--- src/rtl/bullet_pkg.sv ---
// ============================================================================
// Module      : bullet_pkg
// Description : Shared types and constants for the bullet table controller.
// Revision    : 1.0 - initial release
// ============================================================================
`default_nettype none

package bullet_pkg;

    localparam int c_Y_LSB      = 0;
    localparam int c_Y_W        = 8;
    localparam int c_X_LSB      = 8;
    localparam int c_X_W        = 8;
    localparam int c_H_LSB      = 16;
    localparam int c_H_W        = 8;
    localparam int c_W_LSB      = 24;
    localparam int c_W_W        = 8;
    localparam int c_COLOR_LSB  = 32;
    localparam int c_COLOR_W    = 3;
    localparam int c_RENDER_BIT = 35;
    localparam int c_ENTRY_W    = 36;

    typedef struct packed {
        logic                 is_render;
        logic [c_COLOR_W-1:0] color;
        logic [c_W_W-1:0]     w;
        logic [c_H_W-1:0]     h;
        logic [c_X_W-1:0]     x;
        logic [c_Y_W-1:0]     y;
    } bullet_entry_t;

    typedef enum logic [1:0] {
        ST_IDLE  = 2'd0,
        ST_SCAN  = 2'd1,
        ST_SPAWN = 2'd2
    } bullet_state_t;

    localparam logic [2:0] c_COLOR_WHITE = 3'b000;
    localparam logic [2:0] c_COLOR_GREEN = 3'b001;
    localparam logic [2:0] c_COLOR_BLUE  = 3'b010;

    localparam logic [7:0] c_DEFAULT_WH = 8'h10;
    localparam logic [7:0] c_SPAWN_Y    = 8'd1;

    // Spawn colours rotate white -> green -> blue -> white.
    function automatic logic [2:0] next_color(input logic [2:0] c);
        return (c == c_COLOR_BLUE) ? c_COLOR_WHITE : c + 3'd1;
    endfunction

endpackage

`default_nettype wire

--- src/rtl/bullet_lfsr.sv ---
// ============================================================================
// Module      : bullet_lfsr
// Description : 8-bit Fibonacci LFSR (x^8+x^6+x^5+x^4+1) with step enable.
// Revision    : 1.0 - initial release
// ============================================================================
`default_nettype none

module bullet_lfsr #(
    parameter logic [7:0] SEED = 8'hA5
) (
    input  logic       clk,
    input  logic       rst,
    input  logic       i_en,
    output logic [7:0] o_lfsr
);

    logic [7:0] r_lfsr;
    logic       w_fb;

    assign w_fb = r_lfsr[7] ^ r_lfsr[5] ^ r_lfsr[4] ^ r_lfsr[3];

    always_ff @(posedge clk) begin
        if (rst) begin
            r_lfsr <= SEED;
        end else if (i_en) begin
            r_lfsr <= {r_lfsr[6:0], w_fb};
        end
    end

    assign o_lfsr = r_lfsr;

endmodule

`default_nettype wire

--- src/rtl/bullet_controller.sv ---
// ============================================================================
// Module      : bullet_controller
// Description : Bullet table with per-frame move sweep, spawner and hit port.
// Revision    : 1.0 - initial release
// ============================================================================
`default_nettype none

module bullet_controller
    import bullet_pkg::*;
#(
    parameter int         NUM_BULLETS  = 8,
    parameter int         ARENA_MAX    = 200,
    parameter int         STEP         = 10,
    parameter int         SPAWN_PERIOD = 16,
    parameter logic [7:0] LFSR_SEED    = 8'hA5
) (
    input  logic                           clk,
    input  logic                           reset,
    input  logic                           isRun,
    input  logic                           frameTick,
    input  logic [$clog2(NUM_BULLETS)-1:0] index1,
    input  logic [$clog2(NUM_BULLETS)-1:0] index2,
    output logic [15:0]                    position1,
    output logic [15:0]                    position2,
    output logic [15:0]                    size1,
    output logic [15:0]                    size2,
    output logic [2:0]                     color1,
    output logic [2:0]                     color2,
    output logic                           isRender1,
    output logic                           isRender2,
    input  logic                           hit,
    input  logic [$clog2(NUM_BULLETS)-1:0] hitIndex,
    output logic                           busy,
    output logic [$clog2(NUM_BULLETS):0]   activeCount,
    output logic                           overrun,
    output logic                           spawnDrop
);

    localparam int                 c_IDX_W    = $clog2(NUM_BULLETS);
    localparam int                 c_CNT_W    = (SPAWN_PERIOD > 1) ? $clog2(SPAWN_PERIOD) : 1;
    localparam logic [c_IDX_W-1:0] c_LAST_IDX = c_IDX_W'(NUM_BULLETS - 1);
    localparam logic [c_CNT_W-1:0] c_CNT_LAST = c_CNT_W'(SPAWN_PERIOD - 1);

    bullet_state_t      r_state;
    bullet_state_t      w_state_nxt;
    logic               w_start;
    logic [c_IDX_W-1:0] r_idx;
    logic [c_CNT_W-1:0] r_spawn_cnt;
    logic [2:0]         r_color_cnt;
    logic               r_overrun;
    logic               r_spawn_drop;
    logic [7:0]         w_lfsr;
    logic [7:0]         w_spawn_x;

    bullet_entry_t      r_table     [NUM_BULLETS];
    bullet_entry_t      w_table_nxt [NUM_BULLETS];

    logic               w_free_found;
    logic [c_IDX_W-1:0] w_free_idx;
    logic               w_spawn_due;
    logic               w_spawn_go;
    logic [c_IDX_W:0]   w_active_cnt;

    bullet_lfsr #(.SEED(LFSR_SEED)) u_lfsr (
        .clk    (clk),
        .rst    (reset),
        .i_en   (w_start),
        .o_lfsr (w_lfsr)
    );

    always_ff @(posedge clk) begin
        if (reset) begin
            r_state <= ST_IDLE;
        end else begin
            r_state <= w_state_nxt;
        end
    end

    always_comb begin
        w_state_nxt = r_state;
        w_start     = 1'b0;
        case (r_state)
            ST_IDLE: begin
                if (frameTick && isRun) begin
                    w_state_nxt = ST_SCAN;
                    w_start     = 1'b1;
                end
            end
            ST_SCAN:  if (r_idx == c_LAST_IDX) w_state_nxt = ST_SPAWN;
            ST_SPAWN: w_state_nxt = ST_IDLE;
            default:  w_state_nxt = ST_IDLE;
        endcase
    end

    // Lowest-index free slot: scan downward so the smallest index wins.
    always_comb begin
        w_free_found = 1'b0;
        w_free_idx   = '0;
        for (int i = NUM_BULLETS - 1; i >= 0; i--) begin
            if (!r_table[i].is_render) begin
                w_free_found = 1'b1;
                w_free_idx   = c_IDX_W'(i);
            end
        end
    end

    assign w_spawn_due = (r_state == ST_SPAWN) && (r_spawn_cnt == c_CNT_LAST);
    assign w_spawn_go  = w_spawn_due && w_free_found;
    assign w_spawn_x   = (w_lfsr & 8'h7F) + 8'd8;

    // Priority: scan update, then hit (kills and undoes the move), then spawn.
    always_comb begin
        for (int i = 0; i < NUM_BULLETS; i++) begin
            w_table_nxt[i] = r_table[i];
        end
        if (r_state == ST_SCAN && r_table[r_idx].is_render) begin
            if (({1'b0, r_table[r_idx].y} + 9'(STEP)) > 9'(ARENA_MAX)) begin
                w_table_nxt[r_idx].is_render = 1'b0;
            end else begin
                w_table_nxt[r_idx].y = r_table[r_idx].y + 8'(STEP);
            end
        end
        if (hit) begin
            w_table_nxt[hitIndex]           = r_table[hitIndex];
            w_table_nxt[hitIndex].is_render = 1'b0;
        end
        if (w_spawn_go) begin
            w_table_nxt[w_free_idx] = '{is_render: 1'b1, color: r_color_cnt,
                                        w: c_DEFAULT_WH, h: c_DEFAULT_WH,
                                        x: w_spawn_x, y: c_SPAWN_Y};
        end
    end

    always_ff @(posedge clk) begin
        if (reset) begin
            r_idx        <= '0;
            r_spawn_cnt  <= '0;
            r_color_cnt  <= c_COLOR_WHITE;
            r_overrun    <= 1'b0;
            r_spawn_drop <= 1'b0;
            for (int i = 0; i < NUM_BULLETS; i++) begin
                r_table[i] <= '0;
            end
        end else begin
            r_overrun    <= frameTick && (r_state != ST_IDLE);
            r_spawn_drop <= w_spawn_due && !w_free_found;
            if (w_start) begin
                r_idx <= '0;
            end else if (r_state == ST_SCAN) begin
                r_idx <= r_idx + 1'b1;
            end
            if (r_state == ST_SPAWN) begin
                r_spawn_cnt <= w_spawn_due ? '0 : r_spawn_cnt + 1'b1;
            end
            if (w_spawn_go) begin
                r_color_cnt <= next_color(r_color_cnt);
            end
            for (int i = 0; i < NUM_BULLETS; i++) begin
                r_table[i] <= w_table_nxt[i];
            end
        end
    end

    always_comb begin
        w_active_cnt = '0;
        for (int i = 0; i < NUM_BULLETS; i++) begin
            w_active_cnt = w_active_cnt + (c_IDX_W + 1)'(r_table[i].is_render);
        end
    end

    assign position1   = {r_table[index1].x, r_table[index1].y};
    assign position2   = {r_table[index2].x, r_table[index2].y};
    assign size1       = {r_table[index1].w, r_table[index1].h};
    assign size2       = {r_table[index2].w, r_table[index2].h};
    assign color1      = r_table[index1].color;
    assign color2      = r_table[index2].color;
    assign isRender1   = r_table[index1].is_render;
    assign isRender2   = r_table[index2].is_render;
    assign busy        = (r_state != ST_IDLE);
    assign activeCount = w_active_cnt;
    assign overrun     = r_overrun;
    assign spawnDrop   = r_spawn_drop;

endmodule

`default_nettype wire

--- config.mk ---
export PLATFORM = sky130hd
export DESIGN_NAME = bullet_controller
export DESIGN_NICKNAME = d
export VERILOG_FILES = /design/src/rtl/bullet_pkg.sv /design/src/rtl/bullet_lfsr.sv /design/src/rtl/bullet_controller.sv
export SDC_FILE = /design/constraint.sdc
export NUM_CORES = 1
export LEC_CHECK = 0
export BUFFER_PORTS_ARGS = -buffer_cell sky130_fd_sc_hd__buf_4
export CAP_MARGIN = 0
export CORE_MARGIN = 2
export CORE_UTILIZATION = 31
export DETAILED_ROUTE_END_ITERATION = 8
export SYNTH_ARGS = -nofsm -noshare
export SYNTH_HDL_FRONTEND = slang
export SYNTH_SLANG_ARGS = --single-unit
--- constraint.sdc ---
create_clock -name clk -period 5.3 [get_ports clk]
set_clock_uncertainty 0.2 [all_clocks]
set_input_delay 0.265 -clock clk [delete_from_list [all_inputs] [get_ports clk]]
set_output_delay 0.265 -clock clk [all_outputs]
set_load 0.02 [all_outputs]
Word level (Yosys, flattened, before mapping)

Memory sizes are Yosys's and may differ from the RTL's. A register that Yosys moved wholly into a read port is not among the register bits.
Index checks and enable logic that the tools add are counted.

Output and inout port bits: 79
Bits of input ports: 14
RAM bits: 288
Bits in registers: 22
Word-level logic and storage cells: 118
Memories kept: 1

Memory list:

| name    | depth | bits a word | read ports | clocked after Yosys merged registers in | wr ports | RTL line                | RTL |
|---|---|---|---|---|---|---|---|
| r_table | 8     | 36          | 12         | 1                                       | 8        | bullet_controller.sv:55 | `bullet_entry_t r_table [NUM_BULLETS];` |

Reductions and logical operators: 14
Bitwise gates (word level): 14
$lt $le $gt $ge: 7
Muxes and demuxes: 55
Add/subtract/negate cells: 13
Equal/unequal tests: 7

Operators with widths:

| operator                                                                        | count |
|---|---|
| 288-bit bitwise mux                                                             | 5 |
| 288-bit two-way mux                                                             | 4 |
| 36-bit demux with 3-bit select                                                  | 5 |
| 36-bit two-way mux                                                              | 12 |
| 3-bit two-way mux                                                               | 11 |
| 4-bit by 1-bit adder with 4-bit output                                          | 4 |
| 1-bit two-way mux                                                               | 13 |
| 4-bit >= comparator, second input constant                                      | 3 |
| 4-bit by 1-bit less-than comparator with 1-bit output, second input constant    | 3 |
| 3-bit NOT with 4-bit output                                                     | 3 |
| 8-bit by 4-bit adder with 9-bit output, second input constant                   | 1 |
| 9-bit by 8-bit greater-than comparator with 1-bit output, second input constant | 1 |
| 1-bit logical AND                                                               | 9 |
| 7-bit by 4-bit adder with 8-bit output, second input constant                   | 1 |
| 8-bit by 4-bit adder with 8-bit output, second input constant                   | 1 |
| 8-bit two-way mux                                                               | 1 |
| 1-bit bitwise OR                                                                | 8 |
| 3-bit by 1-bit adder with 3-bit output, second input constant                   | 2 |
| 3-bit by 1-bit adder with 4-bit output                                          | 1 |
| 4-bit by 1-bit adder with 4-bit output, second input constant                   | 1 |
| 4-bit equality test, second input constant                                      | 1 |
| 2-bit two-way mux                                                               | 2 |
| 4-bit two-way mux                                                               | 1 |
| 2-bit inequality test, second input constant                                    | 2 |
| 13 further kinds                                                                | 15 |

Logic depth before layout (Yosys ltp)

Depth after elaboration: 16
Mapped depth: 15

Hierarchy

A second synthesis with hierarchy kept.

Cells, all modules: 1596
Area, all modules: 16938.7 µm²

By module, submodules not included:

| module            | instances | area each (µm²) | seq. area each (µm²) | cells each |
|---|---|---|---|---|
| bullet_controller | 1         | 16636.0         | 6105.9               | 1567 |
| bullet_lfsr       | 1         | 302.8           | 160.2                | 29 |

Least setup slack after synthesis

OpenSTA, ideal clock, no wires.

Kind: flip-flop to flip-flop
Start: reg (tool-made name)
End: mem r_table[3][5] (netlist name)
Period minus slack after synthesis: 3.500 ns
Setup time: 0.103 ns
Arrival: 3.197 ns
Buffers on the path: 4
Setup slack: 1.800 ns
Cell stages (with the launch flop): 15
Required time: 4.997 ns
Path through: dfxtp_1 -> buf_2 -> mux4_2 -> mux2i_1 -> buf_2 -> inv_1 -> ha_1 -> buf_2 -> nor3_2 -> o2bb2ai_1 -> o211a_4 -> buf_12 -> a21oi_4 -> mux2i_1 -> a2111oi_2

RTL lines:

| item             | RTL line |
|---|---|
| end: declaration | bullet_controller.sv:55 |

==> flow_metrics.py <==
metrics = {
    "critical_path": {
        "endpoint_kind": "flop",
        "path_cells": "buf_4, mux4_2, mux2i_1, buf_4, inv_1, ha_1, o211ai_2, xor2_4, a21oi_4, mux2i_1, a2111oi_0",
        "reg2reg_depth": 11,
        "required_ns": 5.50,
        "cp_data_arrival_time_ns": 4.38,
        "critPathSlowestCell": "xor2_4",
        "crit_type": "flop to flop",
        "cp_max_fo": 19,
        "worstSetupStartpointType": "flop",
        "rrSetupSlack_ns": 1.12,
        "max_stage_delay_ns": 0.74,
    },
    "synthesis": {
        "ys_seq_area_share_pct": 37.4,
        "async_flop_share_pct": 0,
        "synth_edf_count": 0,
        "synth-seq-cells": 313,
        "synth_top_cell_by_area": "dfxtp_1",
        "synthTopCellsByArea": "dfxtp_1, mux4_2, mux2_2",
        "ys_types": 64,
        "avgSynthCellArea_um2": 10.7,
        "synth_top_flop_cell": "dfxtp_1",
        "synthTopCellsByCount": "dfxtp_1, nand2_1, mux4_2, a21oi_1, nor2_1",
        "syn_area_mm2": 0.0167,
        "synth_fp_nets": 1586,
        "synth_warnings": 0,
        "syn_inst": 1558,
        "synth_top_area_share_pct": 37.4,
        "synthMostInstantiatedCell": "dfxtp_1",
    },
    "final_layout": {
        "areaGrowthSynthToFinish_pct": 14.0,
        "drive_above_1_share_pct": 28.3,
        "layout.cells.non_filler": 2301,
        "n_fill_cell": 5330,
        "regArea_mm2": 0.00627,
        "multiInputGateArea_mm2": 0.00988,
        "num_antenna_cells": 0,
        "nets": 1606,
    },
    "die": {
        "die_y_um": 236,
        "fp.coreArea_mm2": 0.0536,
        "dieWidth_um": 236,
        "die_area_mm2": 0.0559,
        "ios": 93,
        "initial_core_util_pct": 31.2,
        "row_count": 85,
    },
    "grt": {
        "grt-ovfl-total": 0,
        "antenna_found_initial": 0,
        "grt_pass1_wl_um": 78400,
        "grt_max_degree": 79,
        "grt_util_all_layers_pct": 18.1,
        "grt_pass1_vias": 12800,
    },
    "sta": {
        "tightest_slew_ns": 1.36,
        "final_hold_viol_count": 0,
        "timing.final.crit_period_ns": 4.18,
        "grt_setup_unrepaired": "no",
        "max_freq_ghz": 0.239,
        "hold_ws_ns": 0.122,
        "drv_slew": 0,
        "setup_viol": 0,
        "slew-limit-headroom_pct": 8.78,
        "finalSetupTns_ns": 0,
        "timing.final.crit_share_pct": 78.8,
    },
    "route": {
        "drt_first_pass_iters": 5,
        "wire_per_inst_um": 22.3,
        "drt_wl_total_um": 51400,
        "drt_iter0_drc": 1333,
        "drc": 0,
        "viasPerCell": 5.60,
        "ant_nets": 0,
        "dr_total_vias": 12900,
    },
    "placed_design": {
        "io_buffers": 92,
        "post-dp-hpwl_um": 32400,
        "dp_cells": 2235,
        "gp_congestion": 0.885,
    },
    "power_and_ir_drop": {
        "fin_total_pwr_uw": 5160,
        "power_leakage_uw": 0.00678,
        "powerDensity_mw_per_mm2": 271,
        "ir_worst_vdd_mv": 0.165,
    },
    "clocking": {
        "cts_setup_buffers": 0,
        "cts_buffers": 35,
        "cts_sinks": 313,
        "tritoncts": "done",
        "cts_root_buffer": "clkbuf_16",
        "clk_pin_slew_ns": 0.06,
        "cts.repair.resized": 0,
        "clk_latency_ns": 0.54,
        "clk_path_buf_depth": 3,
        "cts-hold-fix-buffers": 2,
        "htreeDepth": 2,
    },
    "min_path": {
        "min_path_cells": 5,
        "hp-class": "input port to flop",
    },
    "run_status": {
        "outcome": "finished clean",
    },
    "job": {
        "maxCapViolations": 0,
    },
}
[logic make-up (layout without fill, tap and decap cells)]
family	Yosys count	count (layout)	share of synthesized area, %
DFF	313	313	37.4
buffers and inverters	151	198	3.75
AOI/OAI and AO/OA	244	244	9.32
and+or+nand+nor	509	509	14.4
muxes	313	313	33.0
adders and majority gates	14	14	1.23
xor gates and xnor gates	14	14	0.890
[critical path, delay by kind of cell (launching register included)]
family	cells	cell delay, ns
fa+ha+maj	1	0.24
compound gates	3	1.02
flops	1	0.38
xor+xnor	1	0.74
mux	3	0.89
buf+inv	3	0.57
[area by class of cell]
class                      instances  area share, %
tap                              696           4.57
sequential                       313           32.9
multi-input combinational       1094           51.8
clock buffer                      52           5.30
clock inverter                    12          0.551
inverter                          18          0.354
timing repair buffer             116           4.59
[per-layer routing]
metal | up-vias | part of all wire (%) | global-route usage [%]
li1 | 5767 | - | -
met5 | - | 0 | 0
met4 | 0 | 2.9 | 6.31
met1 | 6486 | 43 | 24.3
met3 | 96 | 7.5 | 3.07
met2 | 548 | 47 | 29.6
[power by group]
part	switching, uW	internal [uW]	leakage, uW
sequential	31.6	2370	0.00253
clock	1000	1380	0.000546
combinational	235	141	0.00371
[worst paths after layout]
check                            startpoint                        end
setup reg to reg                       flop   r_table[2][5]$_SDFF_PP0_
hold reg to reg   r_table[6][34]$_SDFF_PP0_  r_table[6][34]$_SDFF_PP0_
hold / removal                          hit   r_table[3][3]$_SDFF_PP0_
setup / recovery                       flop   r_table[2][5]$_SDFF_PP0_
[state kept, by name (all words and copies together), names as in the netlist, named ones only]
name and cells:
r_idx 3, r_state 2, u_lfsr.o_lfsr 8, r_color_cnt 3
r_table 288, spawnDrop 1, r_spawn_cnt 4, overrun 1
[through the flow]
step	worst slack [ns]	cell area, um^2	util, %
floorplan	1.80	16700	-
global placement	1.27	17900	33.5
detailed placement	1.14	17900	33.5
CTS	1.12	19100	35.6
global route	0.941	19100	35.6
finish	1.12	19100	35.6
[cells in the final DEF, fill, tap and decap left out, drive strengths merged, types with 3 or more instances in the layout]
cell     instances
xor2             6
o211ai           4
nand2          174
nor3            34
nor4             3
nand3b           4
nand2b           9
buf            114
nand4            7
clkbuf          52
mux2            84
and3             5
xnor2            8
mux2i           51
nor3b            3
dfxtp          313
clkinv           8
a21oi          132
o311ai           4
ha              10
o22ai            6
mux4           178
o221ai           9
nand3           22
o21ai           40
a2111oi          6
nor2b            8
a21o             3
inv             19
fa               4
a311oi           4
nor2           118
a211oi          27
or3              3
and2           115
Note: power is estimated with default switching activity, not from simulation.
